===== config.mk =====
export PLATFORM = sky130hd
export DESIGN_NAME = rv_decode_stage
export DESIGN_NICKNAME = d
export VERILOG_FILES = /design/src/rtl/rv_decode_pkg.sv /design/src/rtl/rv_imm_gen.sv /design/src/rtl/rv_decode_stage.sv
export SDC_FILE = /design/constraint.sdc
export NUM_CORES = 1
export LEC_CHECK = 0
export CAP_MARGIN = 20
export CORE_MARGIN = 2
export CORE_UTILIZATION = 25
export DETAILED_ROUTE_END_ITERATION = 10
export MAX_ROUTING_LAYER = met4
export SYNTH_ARGS = -nofsm -noshare
export SYNTH_HDL_FRONTEND = slang
export SYNTH_SLANG_ARGS = --single-unit

===== constraint.sdc =====
create_clock -name clk -period 8.8 [get_ports clk]
set_input_delay 1.76 -clock clk [delete_from_list [all_inputs] [get_ports clk]]
set_output_delay 1.76 -clock clk [all_outputs]
set_load 0.01 [all_outputs]

===== src/rtl/rv_decode_pkg.sv =====
// Shared decode definitions for the RV32/RV64 decode stage: opcodes, class enum,
// control-bit layout, decode bundle and the field/control decoder.
package rv_decode_pkg;

  localparam logic [6:0] OP_R      = 7'b0110011;
  localparam logic [6:0] OP_OPIMM  = 7'b0010011;
  localparam logic [6:0] OP_LOAD   = 7'b0000011;
  localparam logic [6:0] OP_STORE  = 7'b0100011;
  localparam logic [6:0] OP_BRANCH = 7'b1100011;
  localparam logic [6:0] OP_JAL    = 7'b1101111;
  localparam logic [6:0] OP_JALR   = 7'b1100111;
  localparam logic [6:0] OP_LUI    = 7'b0110111;
  localparam logic [6:0] OP_AUIPC  = 7'b0010111;

  typedef enum logic [3:0] {
    CLS_R       = 4'd0,
    CLS_OPIMM   = 4'd1,
    CLS_LOAD    = 4'd2,
    CLS_STORE   = 4'd3,
    CLS_BRANCH  = 4'd4,
    CLS_JAL     = 4'd5,
    CLS_JALR    = 4'd6,
    CLS_LUI     = 4'd7,
    CLS_AUIPC   = 4'd8,
    CLS_ILLEGAL = 4'd15
  } opcls_e;

  // out_ctrl = {MemRead, MemToReg, MemWrite, ALUSrc, RegWrite, branch, jal_sel, jalr_sel}
  localparam int CTRL_MEMREAD  = 7;
  localparam int CTRL_MEMTOREG = 6;
  localparam int CTRL_MEMWRITE = 5;
  localparam int CTRL_ALUSRC   = 4;
  localparam int CTRL_REGWRITE = 3;
  localparam int CTRL_BRANCH   = 2;
  localparam int CTRL_JAL      = 1;
  localparam int CTRL_JALR     = 0;

  typedef struct packed {
    logic [4:0] rs1;
    logic [4:0] rs2;
    logic [4:0] rd;
    logic [2:0] func3;
    logic [6:0] func7;
    opcls_e     opcls;
    logic [7:0] ctrl;
    logic       illegal;
  } dec_bundle_t;

  function automatic dec_bundle_t decode_instr(input logic [31:0] instr, input logic rv32);
    dec_bundle_t b;
    logic [7:0]  c;
    b.rs1     = instr[19:15];
    b.rs2     = instr[24:20];
    b.rd      = instr[11:7];
    b.func3   = instr[14:12];
    b.func7   = instr[31:25];
    b.illegal = 1'b0;
    b.opcls   = CLS_ILLEGAL;
    c         = '0;
    case (instr[6:0])
      OP_R:      begin b.opcls = CLS_R;      c[CTRL_REGWRITE] = 1'b1; end
      OP_OPIMM:  begin b.opcls = CLS_OPIMM;  c[CTRL_ALUSRC] = 1'b1; c[CTRL_REGWRITE] = 1'b1; end
      OP_LOAD:   begin
        b.opcls = CLS_LOAD;
        c[CTRL_MEMREAD]  = 1'b1;
        c[CTRL_MEMTOREG] = 1'b1;
        c[CTRL_ALUSRC]   = 1'b1;
        c[CTRL_REGWRITE] = 1'b1;
      end
      OP_STORE:  begin b.opcls = CLS_STORE;  c[CTRL_MEMWRITE] = 1'b1; c[CTRL_ALUSRC] = 1'b1; end
      OP_BRANCH: begin b.opcls = CLS_BRANCH; c[CTRL_BRANCH] = 1'b1; end
      OP_JAL:    begin b.opcls = CLS_JAL;    c[CTRL_JAL] = 1'b1; c[CTRL_REGWRITE] = 1'b1; end
      OP_JALR:   begin
        b.opcls = CLS_JALR;
        c[CTRL_JALR]     = 1'b1;
        c[CTRL_ALUSRC]   = 1'b1;
        c[CTRL_REGWRITE] = 1'b1;
      end
      OP_LUI:    begin b.opcls = CLS_LUI;    c[CTRL_ALUSRC] = 1'b1; c[CTRL_REGWRITE] = 1'b1; end
      OP_AUIPC:  begin b.opcls = CLS_AUIPC;  c[CTRL_ALUSRC] = 1'b1; c[CTRL_REGWRITE] = 1'b1; end
      default:   b.illegal = 1'b1;
    endcase
    if (instr[1:0] != 2'b11)
      b.illegal = 1'b1;
    // Doubleword load/store does not exist on RV32
    if (rv32 && (b.opcls == CLS_LOAD || b.opcls == CLS_STORE) && instr[14:12] == 3'b011)
      b.illegal = 1'b1;
    if (b.illegal) begin
      b.opcls = CLS_ILLEGAL;
      c       = '0;
    end
    b.ctrl = c;
    return b;
  endfunction

endpackage


===== src/rtl/rv_imm_gen.sv =====
// Combinational immediate generator; sign bit always comes from instr[31] of the
// instruction being decoded, and illegal encodings produce a zero immediate.
module rv_imm_gen
  import rv_decode_pkg::*;
#(
  parameter int XLEN = 64
) (
  input  logic [31:0]             instr,
  input  opcls_e                  opcls,
  output logic signed [XLEN-1:0]  imm
);

  logic signed [31:0] imm32;

  always_comb begin
    imm32 = '0;
    case (opcls)
      CLS_OPIMM, CLS_LOAD, CLS_JALR:
        imm32 = {{20{instr[31]}}, instr[31:20]};
      CLS_STORE:
        imm32 = {{20{instr[31]}}, instr[31:25], instr[11:7]};
      CLS_BRANCH:
        imm32 = {{19{instr[31]}}, instr[31], instr[7], instr[30:25], instr[11:8], 1'b0};
      CLS_JAL:
        imm32 = {{11{instr[31]}}, instr[31], instr[19:12], instr[20], instr[30:21], 1'b0};
      CLS_LUI, CLS_AUIPC:
        imm32 = {instr[31:12], 12'b0};
      default:
        imm32 = '0;
    endcase
  end

  // Signed cast sign-extends to XLEN; a no-op when XLEN is 32
  assign imm = XLEN'(imm32);

endmodule


===== src/rtl/rv_decode_stage.sv =====
// RV32/RV64 decode pipeline stage with valid/ready on both sides and a one-entry
// skid buffer so in_ready is registered. Optional counters: define DECODE_PERF_EN.
module rv_decode_stage
  import rv_decode_pkg::*;
#(
  parameter int XLEN = 64,
  parameter int PC_W = XLEN
) (
  input  logic                   clk,
  input  logic                   rst,
  input  logic                   flush,
  input  logic                   in_valid,
  output logic                   in_ready,
  input  logic [PC_W-1:0]        in_pc,
  input  logic [31:0]            in_instr,
  output logic                   out_valid,
  input  logic                   out_ready,
  output logic [PC_W-1:0]        out_pc,
  output logic signed [XLEN-1:0] out_imm,
  output logic [4:0]             out_rs1,
  output logic [4:0]             out_rs2,
  output logic [4:0]             out_rd,
  output logic [2:0]             out_func3,
  output logic [6:0]             out_func7,
  output logic [3:0]             out_opcls,
  output logic [7:0]             out_ctrl,
  output logic                   out_illegal
`ifdef DECODE_PERF_EN
  ,
  output logic [31:0]            perf_decoded,
  output logic [31:0]            perf_illegal,
  output logic [31:0]            perf_stall
`endif
);

  localparam logic RV32 = (XLEN == 32);

  dec_bundle_t            dec_in;
  logic signed [XLEN-1:0] imm_in;

  dec_bundle_t            dec_p0, dec_p1;
  logic signed [XLEN-1:0] imm_p0, imm_p1;
  logic [PC_W-1:0]        pc_p0, pc_p1;
  logic                   vld_p0, vld_p1;

  logic in_fire, out_fire, main_free;

  assign dec_in = decode_instr(in_instr, RV32);

  rv_imm_gen #(.XLEN(XLEN)) u_imm_gen (
    .instr (in_instr),
    .opcls (dec_in.opcls),
    .imm   (imm_in)
  );

  assign in_ready  = ~vld_p0;
  assign in_fire   = in_valid & ~vld_p0;
  assign out_fire  = vld_p1 & out_ready;
  assign main_free = ~vld_p1 | out_ready;

  // Stage p0 = skid entry (later arrival), p1 = main entry driving the outputs
  always_ff @(posedge clk or posedge rst) begin
    if (rst) begin
      vld_p0 <= 1'b0;
      vld_p1 <= 1'b0;
      dec_p0 <= '0;
      imm_p0 <= '0;
      pc_p0  <= '0;
      dec_p1 <= '0;
      imm_p1 <= '0;
      pc_p1  <= '0;
    end else if (flush) begin
      vld_p0 <= 1'b0;
      vld_p1 <= 1'b0;
    end else if (main_free) begin
      if (vld_p0) begin
        dec_p1 <= dec_p0;
        imm_p1 <= imm_p0;
        pc_p1  <= pc_p0;
        vld_p1 <= 1'b1;
        vld_p0 <= 1'b0;
      end else if (in_fire) begin
        dec_p1 <= dec_in;
        imm_p1 <= imm_in;
        pc_p1  <= in_pc;
        vld_p1 <= 1'b1;
      end else begin
        vld_p1 <= 1'b0;
      end
    end else if (in_fire) begin
      dec_p0 <= dec_in;
      imm_p0 <= imm_in;
      pc_p0  <= in_pc;
      vld_p0 <= 1'b1;
    end
  end

  // Output boundary: main register drives the bundle directly
  assign out_valid   = vld_p1;
  assign out_pc      = pc_p1;
  assign out_imm     = imm_p1;
  assign out_rs1     = dec_p1.rs1;
  assign out_rs2     = dec_p1.rs2;
  assign out_rd      = dec_p1.rd;
  assign out_func3   = dec_p1.func3;
  assign out_func7   = dec_p1.func7;
  assign out_opcls   = dec_p1.opcls;
  assign out_ctrl    = dec_p1.ctrl;
  assign out_illegal = dec_p1.illegal;

`ifdef DECODE_PERF_EN
  function automatic logic [31:0] sat_inc(input logic [31:0] v, input logic en);
    return (en && v != 32'hFFFF_FFFF) ? v + 32'd1 : v;
  endfunction

  // Counters observe the output port only and deliberately ignore flush
  always_ff @(posedge clk or posedge rst) begin
    if (rst) begin
      perf_decoded <= '0;
      perf_illegal <= '0;
      perf_stall   <= '0;
    end else begin
      perf_decoded <= sat_inc(perf_decoded, out_fire);
      perf_illegal <= sat_inc(perf_illegal, out_fire & dec_p1.illegal);
      perf_stall   <= sat_inc(perf_stall, vld_p1 & ~out_ready);
    end
  end
`else
  logic unused_fire;
  assign unused_fire = out_fire;
`endif

endmodule


# Yosys cells after proc, flatten, opt, wreduce, memory -nomap -nowiden
# Cells that the tools add are included.
word_totals:
  in_bits: 101
  regBits: 302
  output_inout_bits: 168
  wordCells: 82
classes:
  reduce_logical: 10
  n_mux: 26
  n_eq_ne: 18
  bitwise: 6
ops:
  columns: ["op", "n"]
  rows:
  - ["$mux W64", 4]
  - ["$pmux W32 S5", 1]
  - ["$mux W38", 2]
  - ["$pmux W4 S9", 1]
  - ["$eq A7 B6 Y1 const B", 3]
  - ["$eq A7 B7 Y1 const B", 3]
  - ["$eq A4 B3 Y1 const B", 4]
  - ["$mux W1", 15]
  - ["$eq A7 B5 Y1 const B", 2]
  - ["$reduce_or A9 Y1", 1]
  - ["$eq A4 B2 Y1 const B", 2]
  - ["$mux W8", 1]
  - ["$eq A7 B2 Y1 const B", 1]
  - ["$reduce_or A7 Y1", 1]
  - ["$reduce_and A3 Y1", 2]
  - ["$reduce_or A6 Y1", 1]
  - ["$eq A4 B1 Y1 const B", 1]
  - ["$eq A4 B4 Y1 const B", 1]
  - ["$mux W4", 1]
  - ["$not A1 Y1", 4]
  - ["$reduce_bool A2 Y1", 2]
  - ["$reduce_bool A3 Y1", 1]
  - ["$reduce_or A3 Y1", 1]
  - ["$mux W2", 1]
  - ["other kinds (4)", 4]

# Depth between registers and ports, before layout
# Gate-level depths: netlist (run 1).
depth:
  word_depth: 10
  mapped_depth: 8

# By module
# Synthesis (run 1) repeated with hierarchy kept, for this count alone.
unflattened:
  hier_cells: 1565
  area_unflattened_um2: 14818.0
modules_own_cells:
  columns: ["module", "area_each_um2", "cells_per_inst", "seq_area_each_um2", "n_inst"]
  rows:
  - ["rv_decode_stage", 14064.7, 1462, 8308.0, 1]
  - ["rv_imm_gen", 753.2, 103, 0.0, 1]

# Least setup slack after synthesis (run 1)
# No wires, ideal clock.
synth_timing:
  path_type: "in2reg"
  from: "input port in_instr[3]"
  to: "register imm_p1[20], in the netlist out_imm[20]"
  setup_ns: 0.087
  path_stages: 6
  setup_slack_ns: 5.725
  t_arrival_ns: 2.989
  path_cell_list: "buf_6 -> or3b_1 -> nor2_1 -> clkbuf_1 -> nand2_1 -> a211oi_2"
synth_via:
  elab_chain_cells: 10
  elab_cells_between_ends: 27
  classes_between: "17 x eq/ne; 7 x mux; 3 x reduce/logical"
synth_lines:
  columns: ["item", "line", "rtl"]
  rows:
  - ["start: declaration", "rv_decode_stage.sv:15", "input logic [31:0] in_instr,"]
  - ["$eq A7 B5 Y1 (tied with other cells)", "rv_decode_pkg.sv:60", "case (instr[6:0])"]
  - ["$reduce_or A9 Y1 (no line)", null, null]
  - ["$mux W1", "rv_decode_pkg.sv:60", null]
  - ["$mux W1", "rv_decode_pkg.sv:83", "if (instr[1:0] != 2'b11)"]
  - ["$mux W4 *", "rv_decode_pkg.sv:88", "if (b.illegal) begin"]
  - ["$eq A4 B1 Y1 (tied with other cells)", "rv_imm_gen.sv:17", "case (opcls)"]
  - ["$reduce_or A3 Y1 or $reduce_or A2 Y1 (tied branches)", "rv_imm_gen.sv:17", null]
  - ["$pmux W32 S5 *", "rv_imm_gen.sv:17", null]
  - ["$mux W64 *", "rv_decode_stage.sv:82", "end else if (in_fire) begin"]
  - ["$mux W64 *", "rv_decode_stage.sv:76", "if (vld_p0) begin"]
  - ["end signal: assignment", "rv_decode_stage.sv:78", "imm_p1 <= imm_p0;"]
  - ["end signal: assignment", "rv_decode_stage.sv:84", "imm_p1 <= imm_in;"]
  - ["end: declaration", "rv_decode_stage.sv:42", "logic signed [XLEN-1:0] imm_p0, imm_p1;"]
# Every way passes the cells marked *; elsewhere a longest branch is shown, timed or not. The select of a mux whose other input is x is not followed.
# A chain may end at the register's enable or synchronous reset.

# Worst setup path after layout (run 1)
layout_timing:
  from: "input port flush"
  to: "register pc_p0[15]"
layout_via:
  elab_chain_cells: 2
layout_lines:
  columns: ["item", "line", "rtl"]
  rows:
  - ["start: declaration", "rv_decode_stage.sv:11", "input logic flush,"]
  - ["$not A1 Y1 (no line)", null, null]
  - ["$reduce_and A3 Y1 (no line)", null, null]
  - ["end signal: assignment", "rv_decode_stage.sv:93", "pc_p0 <= in_pc;"]
  - ["end: declaration", "rv_decode_stage.sv:43", "logic [PC_W-1:0] pc_p0, pc_p1;"]
# Every way passes these cells.

==> impl_metrics.csv, run 1 <==
group,metric,value,unit
worst_hold_path,holdCritPathClass,"register to register",
power,seqPwrFrac,42.2,%
synth,synth_area,11890,sq um
die,initial_core_util,25.43,%
setup_path,cp_data_arrival_time,4.53,ns
routing,drt-initial-drc-count,684,
routing,via_count,9539,
power,netSwitchingFraction,27.41,%
power,combPwrFrac,18.0,%
clock_network,numCtsBuffers,35,
cells_and_area,nNetsFinal,1564,
grt,grt_pass1_vias,9555,
cells_and_area,area_growth,35.25,%
grt,grt_pass1_wl,56.82,mm
synth,yosys.area.top_type,"dfrtp_1",
grt,grt_overflow,0,
setup_path,worstSetupEndpointType,"register",
sta,hold_viol,0,
sta,finalCriticalPeriod,4.066,ns
cells_and_area,postLayoutCoreUtil,34.40,%
die,io_pins,269,
setup_path,path_max_fanout,75,
sta,setup_viol_count_final,0,
sta,fmaxAchievable,245.9,MHz
placed_design,dpl.hpwl,23.14,mm
routing,routedWlPerCell,17.30,um
synth,ys_ff_latch,268,
sta,skew,0.01145,ns
sta,final-max-slew-violation-count,0,
synth,syn_nets,1361,
cells_and_area,layout_common_cells,"nand2_1, clkdlybuf4s50_1, dfrtp_1, o21ai_0, mux2i_1",
grt,grt_max_degree,167,
setup_path,critPathKind,"input pin to register",
die,dieArea,49320,sq um
clock_network,clockBufferDepth,3,
power,p_sw,1.017,mW
clock_network,holdBufCountCts,0,
synth,synth_edf_count,0,
power,p_clk_share,39.8,%
clock_network,clock_latency,0.53,ns
synth,synth_top_area_share,56.40,%
routing,first_pass_iters,5,
grt,antenna_found_initial,1,
setup_path,startpoint_type,"input pin",
cells_and_area,drive_gt1_share,6.729,%
routing,wl,36.22,mm
synth,ys_async_sr_fraction,100.0,%
power,p_int,2.692,mW
die,die_x,222.1,um
power,p_leak,6.802,nW
routing,drcViolationCount,0,
clock_network,htreeDepth,2,
clock_network,cts_setup_buffers,0,
placed_design,place_congestion,0.7979,
sta,max_slew.worst_pin.slew,1.091,ns
die,die_y,222.1,um
sta,hold_slack,0.4716,ns
routing,avgViaCountPerCell,4.555,
cells_and_area,final_common_cell,"nand2_1",
run,cap_violations,0,
run_status,status,"completed",
synth,yosys_warnings,0,
clock_network,cts_tree,"yes",
clock_network,cts_sinks,268,
grt,gr-usage-all-layers,15.04,%
die,rows,79,
sta,fin_crit_sh,46.21,%
placed_design,io_buffer_count,268,
routing,final_antenna_net_count,0,
setup_path,crit_required,9.26,ns
clock_network,cts_resized,0,
synth,synth_seq_area_share,56.40,%
synth,syn_avg_cell_area,9.437,sq um
synth,ys_types,52,
sta,finalSetupTns,0,ns
synth,synthTopCellsByArea,"dfrtp_1, nand2_1, mux2i_1",
sta,slew-limit-headroom,26.97,%
power,p_per_area,230.6,nW/um^2
power,ir_drop,0.1363,mV
synth,dominantRegCellSynth,"dfrtp_1",
sta,rsz0062_at_grt,"false",
synth,synth_cells,1260,
clock_network,root_buffer,"clkbuf_16",
die,core_area,46750,sq um
clock_network,clk_pin_slew,0.06,ns
power by group through the flow:
stage | sequential (mW) | combinational (mW) | clock (mW)
finish | 1.57 | 0.666 | 1.48
global route | 1.59 | 0.735 | 1.59
floorplan | 1.60 | 0.296 | 0
CTS | 1.57 | 0.676 | 1.53
detailed placement | 1.59 | 0.673 | 0
global placement | 1.58 | 0.658 | 0
cells in the mapped netlist, drive strengths merged, types with 2 or more instances:
| library cell | number |
|---|---|
| nand3 | 17 |
| nor3 | 26 |
| a211o | 2 |
| inv | 3 |
| a221oi | 2 |
| a31oi | 3 |
| nor2 | 58 |
| mux2i | 89 |
| nand3b | 3 |
| nand4b | 3 |
| nand2b | 2 |
| and2 | 4 |
| a22oi | 4 |
| nor3b | 2 |
| buf | 66 |
| a21oi | 31 |
| nor2b | 6 |
| or3 | 3 |
| or3b | 3 |
| clkbuf | 50 |
| o32ai | 2 |
| nand2 | 431 |
| a211oi | 23 |
| dfrtp | 268 |
| o21ai | 124 |
| o41ai | 3 |
| o211ai | 12 |
| nor4 | 7 |
metal layers:
metal  global-route usage [%]  routed length [um]  up-vias
li1                         -                   -     4586
met1                    19.92               16860     4625
met2                    22.27               16060      268
met3                    4.188                2301       60
met4                    4.643                1002        0
met5                        -                   0        -
sequential cells by signal, indices dropped and copies added, names as in the netlist:
signal       cells
vld_p0           1
out_pc          64
out_illegal      1
out_ctrl         7
pc_p0           64
out_valid        1
out_imm         32
out_rs2          5
dec_p0          37
out_rs1          5
imm_p0          32
out_rd           5
out_opcls        4
out_func7        7
out_func3        3
cell type report:
type                    instances  area [sq um]
fillers                      4749         30670
repair buffers                282          2820
clock inverters                15         165.2
well taps                     607         759.5
diodes                          1         2.502
inverters                       4         18.77
multi-input cells             872          4579
flip-flops and latches        268          6710
clock buffers                  45          1026
cell families after synthesis:
group                  count (synthesis)  synth area share, %
DFF                                  268                56.40
AOI/OAI and AO/OA                    213                11.09
buffers and inverters                120                5.261
muxes                                 90                7.587
and+or+nand+nor                      569                19.66
worst max-delay path, cell delays in order:
cell	delay, ns
clkdlybuf4s50_1	0.57
nor3b_1	0.47
and2_4	0.58
buf_4	0.77
nand2_1	0.15
nand2_1	0.09
worst paths after layout:
check | startpoint | to | slack, ns | cells after the start
worst max-delay path | flush | pc_p0[15]$_DFFE_PP0P_ | 4.73 | 6
worst min-delay path | pc_p0[26]$_DFFE_PP0P_ | pc_p0[26]$_DFFE_PP0P_ | 0.47 | 2
worst max register to register | vld_p0$_DFFE_PP0P_ | out_pc[32]$_DFFE_PP0P_ | 5.82 | 5
worst min register to register | pc_p0[26]$_DFFE_PP0P_ | pc_p0[26]$_DFFE_PP0P_ | 0.47 | 2
max in group asynchronous | rst | vld_p0$_DFFE_PP0P_ | 5.49 | 4
min in group asynchronous | rst | out_pc[56]$_DFFE_PP0P_ | 1.81 | 3
per-stage QoR:
step	power, mW	instance area [sq um]	instances	worst slack [ns]
6_report	3.709	16080	2094	4.734
2_1_floorplan	1.900	11890	1260	3.501
3_5_place_dp	2.260	14860	2032	4.198
4_1_cts	3.773	16050	2092	4.751
5_1_grt	3.914	16080	2094	4.598
3_3_place_gp	2.235	14860	2032	4.269
No activity file was read; power rests on OpenSTA's default activity.
==> run 2: changes to the inputs <==
==> constraint.sdc (replaced) <==
create_clock -name clk -period 3.47 [get_ports clk]
set_input_delay 0.694 -clock clk [delete_from_list [all_inputs] [get_ports clk]]
set_output_delay 0.694 -clock clk [all_outputs]
set_load 0.01 [all_outputs]
==> impl_metrics.csv, run 2 (same netlist as run 1, synthesis figures left out) <==
group,metric,value,unit
grt,grt_pass1_wl,55.28,mm
worst_hold_path,holdCritPathClass,"register to register",
setup_path,path_max_fanout,34,
placed_design,dpl.hpwl,24.00,mm
clock_network,htreeDepth,1,
grt,gr-usage-all-layers,14.50,%
cells_and_area,multi_input_area,4579,sq um
cells_and_area,stdcell_area,16100,sq um
clock_network,cts_resized,0,
sta,hold_viol,0,
setup_path,startpoint_type,"register",
cells_and_area,nNetsFinal,1576,
clock_network,cts_tree,"yes",
routing,final_antenna_net_count,0,
clock_network,clock_latency,0.57,ns
power,seqPwrFrac,44.5,%
sta,skew,0.007523,ns
setup_path,crit_family,"flip-flops",
cells_and_area,drive_gt1_share,7.071,%
sta,max_slew.worst_pin.slew,1.080,ns
sta,fin_crit_sh,83.03,%
die,rows,79,
power,netSwitchingFraction,27.75,%
clock_network,cts_setup_buffers,0,
cells_and_area,finalNonFillerCells,2107,
setup_path,critPathKind,"register to output port",
power,p_leak,6.802,nW
clock_network,numCtsBuffers,31,
placed_design,io_buffer_count,268,
setup_path,worstSetupEndpointType,"output port",
placed_design,dpl-instance-area,15090,sq um
die,core_area,46750,sq um
routing,via_count,9451,
die,initial_core_util,25.43,%
cells_and_area,area_growth,35.42,%
clock_network,root_buffer,"clkbuf_16",
power,total_power,8.932,mW
routing,drt-initial-drc-count,664,
sta,final-max-slew-violation-count,0,
sta,setup_viol_count_final,0,
clock_network,clockBufferDepth,3,
sta,slew-limit-headroom,28.02,%
sta,finalCriticalPeriod,2.881,ns
die,io_pins,269,
routing,avgViaCountPerCell,4.486,
die,dieArea,49320,sq um
cells_and_area,layout_common_cells,"nand2_1, clkdlybuf4s50_1, dfrtp_1, o21ai_0, mux2i_1",
power,combPwrFrac,19.0,%
setup_path,crit_required,2.78,ns
placed_design,dp_cells,2049,
die,die_y,222.1,um
grt,grt_overflow,0,
sta,hold_slack,0.4710,ns
cells_and_area,final_common_cell,"nand2_1",
clock_network,holdBufCountCts,0,
power,p_per_area,554.7,nW/um^2
routing,drcViolationCount,0,
grt,grt_pass1_vias,9302,
setup_path,worstPathCellList,"clkdlybuf4s50_1",
grt,grt_max_degree,93,
setup_path,cpPeakStageDelay,0.92,ns
power,p_clk_share,36.5,%
cells_and_area,nFillCells,4733,
die,die_x,222.1,um
power,p_sw,2.479,mW
clock_network,cts_sinks,268,
sta,rsz0062_at_grt,"false",
setup_path,cp_data_arrival_time,2.19,ns
routing,routedWlPerCell,16.72,um
run,cap_violations,0,
setup_path,critPathBufInv,1,
routing,first_pass_iters,4,
cells_and_area,seqCellArea,6710,sq um
clock_network,clk_pin_slew,0.06,ns
setup_path,cp_slowest_cell,"dfrtp_1",
power,ir_drop,0.3356,mV
grt,antenna_found_initial,1,
placed_design,place_congestion,0.8188,
cells_and_area,postLayoutCoreUtil,34.44,%
routing,wl,35.23,mm
power,p_int,6.454,mW
sta,fmaxAchievable,347.1,MHz
run_status,status,"completed",
==> run 2: metrics by stage <==
stage	TNS, ns	setup slack (ns)
floorplan	-204.61	-0.7635
global placement	0	0.3704
detailed placement	0	0.3310
CTS	0	0.5176
global route	0	0.4175
finish	0	0.5890
==> run 2: worst paths after layout <==
kind / cells past startpoint / slack [ns] / start / end
max: 1 / 0.59 / out_imm[62]$_DFFE_PP0P_ / out_imm[55]
max in group asynchronous: 3 / 1.99 / rst / vld_p0$_DFFE_PP0P_
min: 2 / 0.47 / pc_p0[24]$_DFFE_PP0P_ / pc_p0[24]$_DFFE_PP0P_
max reg2reg: 4 / 1.00 / vld_p0$_DFFE_PP0P_ / imm_p0[15]$_DFFE_PP0P_
min in group asynchronous: 2 / 0.50 / rst / out_pc[58]$_DFFE_PP0P_
min reg2reg: 2 / 0.47 / pc_p0[24]$_DFFE_PP0P_ / pc_p0[24]$_DFFE_PP0P_
==> run 2: layer usage <==
metal | routed length, um | vias to the layer above | GRT usage, %
met1 | 15740 | 4563 | 19.01
met5 | 0 | - | -
met4 | 573 | 0 | 3.466
li1 | - | 4615 | -
met3 | 2422 | 37 | 3.538
met2 | 16490 | 236 | 22.54
==> run 2: layout make-up <==
cell class	count	area share, %
sequential	268	41.67
multi-input combinational	872	28.44
timing repair buffer	298	18.76
clock buffer	45	5.517
tap	607	4.717
clock inverter	12	0.7615
inverter	4	0.1166
antenna	1	0.01554
==> run 2: power by group through the flow <==
stage	Sequential (mW)	Clock, mW	Combinational, mW
floorplan	4.07	0	0.751
global placement	4.01	0	1.69
detailed placement	4.03	0	1.73
CTS	3.98	3.37	1.73
global route	4.05	3.51	1.88
finish	3.98	3.26	1.70
==> run 2: worst register-to-register path, cell delays in order, from the launching register on <==
cell and delay, ns:
dfrtp_4 0.65, nor2b_1 0.37, nand2_4 0.22, nor3_1 0.89, a21oi_1 0.17
==> run 3: changes to the inputs <==
==> constraint.sdc (replaced) <==
create_clock -name clk -period 2.5 [get_ports clk]
set_input_delay 0.5 -clock clk [delete_from_list [all_inputs] [get_ports clk]]
set_output_delay 0.5 -clock clk [all_outputs]
set_load 0.01 [all_outputs]
==> impl_metrics.csv, run 3 (same netlist as run 1, synthesis figures left out) <==
group,metric,value,unit
run_status,status,"completed",
cells_and_area,finalNonFillerCells,2126,
clock_network,cts_sinks,268,
clock_network,cts_tree,"yes",
sta,hold_viol,0,
die,die_y,222.1,um
clock_network,clockBufferDepth,3,
placed_design,dpl-instance-area,15320,sq um
clock_network,clk_pin_slew,0.06,ns
die,die_x,222.1,um
setup_path,crit_required,2.00,ns
grt,gr-usage-all-layers,14.77,%
clock_network,holdBufCountCts,0,
sta,setup_viol_count_final,0,
power,p_per_area,775.5,nW/um^2
cells_and_area,drive_gt1_share,8.295,%
sta,final-max-slew-violation-count,0,
cells_and_area,postLayoutCoreUtil,35.02,%
placed_design,dp_cells,2071,
placed_design,io_buffer_count,268,
placed_design,dpl.hpwl,24.56,mm
setup_path,startpoint_type,"register",
clock_network,numCtsBuffers,31,
setup_path,worstSetupEndpointType,"output port",
clock_network,root_buffer,"clkbuf_16",
die,rows,79,
grt,grt_pass1_vias,9558,
sta,fin_crit_sh,91.81,%
power,p_leak,6.975,nW
power,ir_drop,0.4725,mV
grt,gr-usage-met3,2.823,%
sta,max_slew.worst_pin.slew,1.013,ns
routing,drcViolationCount,0,
grt,use_met1,19.92,%
grt,grt_busiest_layer,"met2",
routing,final_antenna_net_count,0,
placed_design,place_congestion,0.8208,
clock_network,clock_latency,0.58,ns
die,initial_core_util,25.43,%
sta,hold_slack,0.3336,ns
grt,grt_max_degree,93,
worst_hold_path,holdCritPathClass,"input pin to asynchronous set/reset pin",
die,dieArea,49320,sq um
routing,avgViaCountPerCell,4.497,
clock_network,cts_resized,0,
routing,routedWlPerCell,16.90,um
setup_path,cp_data_arrival_time,1.80,ns
sta,layout_setup_ws,0.2048,ns
grt,grt_util_met2,23.31,%
power,total_power,12.70,mW
sta,finalCriticalPeriod,2.295,ns
sta,slew-limit-headroom,31.95,%
cells_and_area,stdcell_area,16370,sq um
routing,drt-initial-drc-count,674,
cells_and_area,area_growth,37.71,%
setup_path,cpPeakStageDelay,0.57,ns
setup_path,worstPathCellList,"clkinv_1, clkdlybuf4s50_1",
clock_network,htreeDepth,1,
routing,via_count,9560,
run,cap_violations,0,
cells_and_area,antennaDiodeCount,0,
setup_path,critPathKind,"register to output port",
setup_path,path_max_fanout,5,
grt,grt_pass1_wl,56.50,mm
die,io_pins,269,
grt,grt_overflow,0,
clock_network,cts_setup_buffers,0,
setup_path,reg2reg_depth,5,
placed_design,place_ws,-0.1706,ns
sta,finalSetupTns,0,ns
cells_and_area,nNetsFinal,1598,
grt,antenna_found_initial,0,
sta,fmaxAchievable,435.7,MHz
die,core_area,46750,sq um
routing,wl,35.93,mm
cells_and_area,layout_common_cells,"nand2_1, clkdlybuf4s50_1, dfrtp_1, o21ai_0, mux2i_1",
cells_and_area,final_common_cell,"nand2_1",
sta,skew,0.01220,ns
routing,first_pass_iters,5,
sta,rsz0062_at_grt,"false",
setup_path,cp_slowest_cell,"clkdlybuf4s50_1",
## run 3: cell count changes in the layout (fill, tap and decap cells not counted)
cell,delta
clkinvlp_4,-5
buf_4,+17
clkbuf_8,-1
bufinv_16,+3
diode_2,-1
buf_12,+5
inv_6,+1
## run 3: report_power, final
part / internal (mW) / leakage, nW / switching, mW
Combinational: 1.24 / 3.08 / 1.17
Sequential: 5.09 / 3.37 / 0.418
Clock: 2.92 / 0.522 / 1.86
Total: 9.25 / 6.98 / 3.45
## run 3: worst max-delay path: cells and delay by family, from the launching register on
kind / cells / cell delay (ns)
buffers and inverters: 2 / 0.71
flip-flops: 1 / 0.52
## run 3: area by class of cell
cell class                 count  area (sq um)
clock buffer                  44         874.6
sequential                   268          6710
fill                        4736         30380
inverter                       4         18.77
timing repair buffer         320          3248
multi-input combinational    872          4579
tap                          607         759.5
clock inverter                11         183.9
## run 3: final timing paths
check                                               to  slack, ns                  start
worst max-delay path                          in_ready       0.20     vld_p0$_DFFE_PP0P_
worst min-delay path             pc_p0[59]$_DFFE_PP0P_       0.33                    rst
worst max register to register  imm_p0[15]$_DFFE_PP0P_       0.40     vld_p0$_DFFE_PP0P_
worst min register to register   pc_p0[61]$_DFFE_PP0P_       0.47  pc_p0[61]$_DFFE_PP0P_
max in group asynchronous       dec_p0[32]$_DFFE_PP0P_       1.52                    rst
min in group clk                 pc_p0[61]$_DFFE_PP0P_       0.47  pc_p0[61]$_DFFE_PP0P_
## run 3: routing by layer
| layer | vias up | routed length, um | share of wire [%] |
|---|---|---|---|
| li1 | 4651 | - | - |
| met1 | 4653 | 16480 | 46 |
| met2 | 221 | 16850 | 47 |
| met3 | 35 | 2001 | 5.6 |
| met4 | 0 | 607 | 1.7 |
| met5 | - | 0 | 0 |
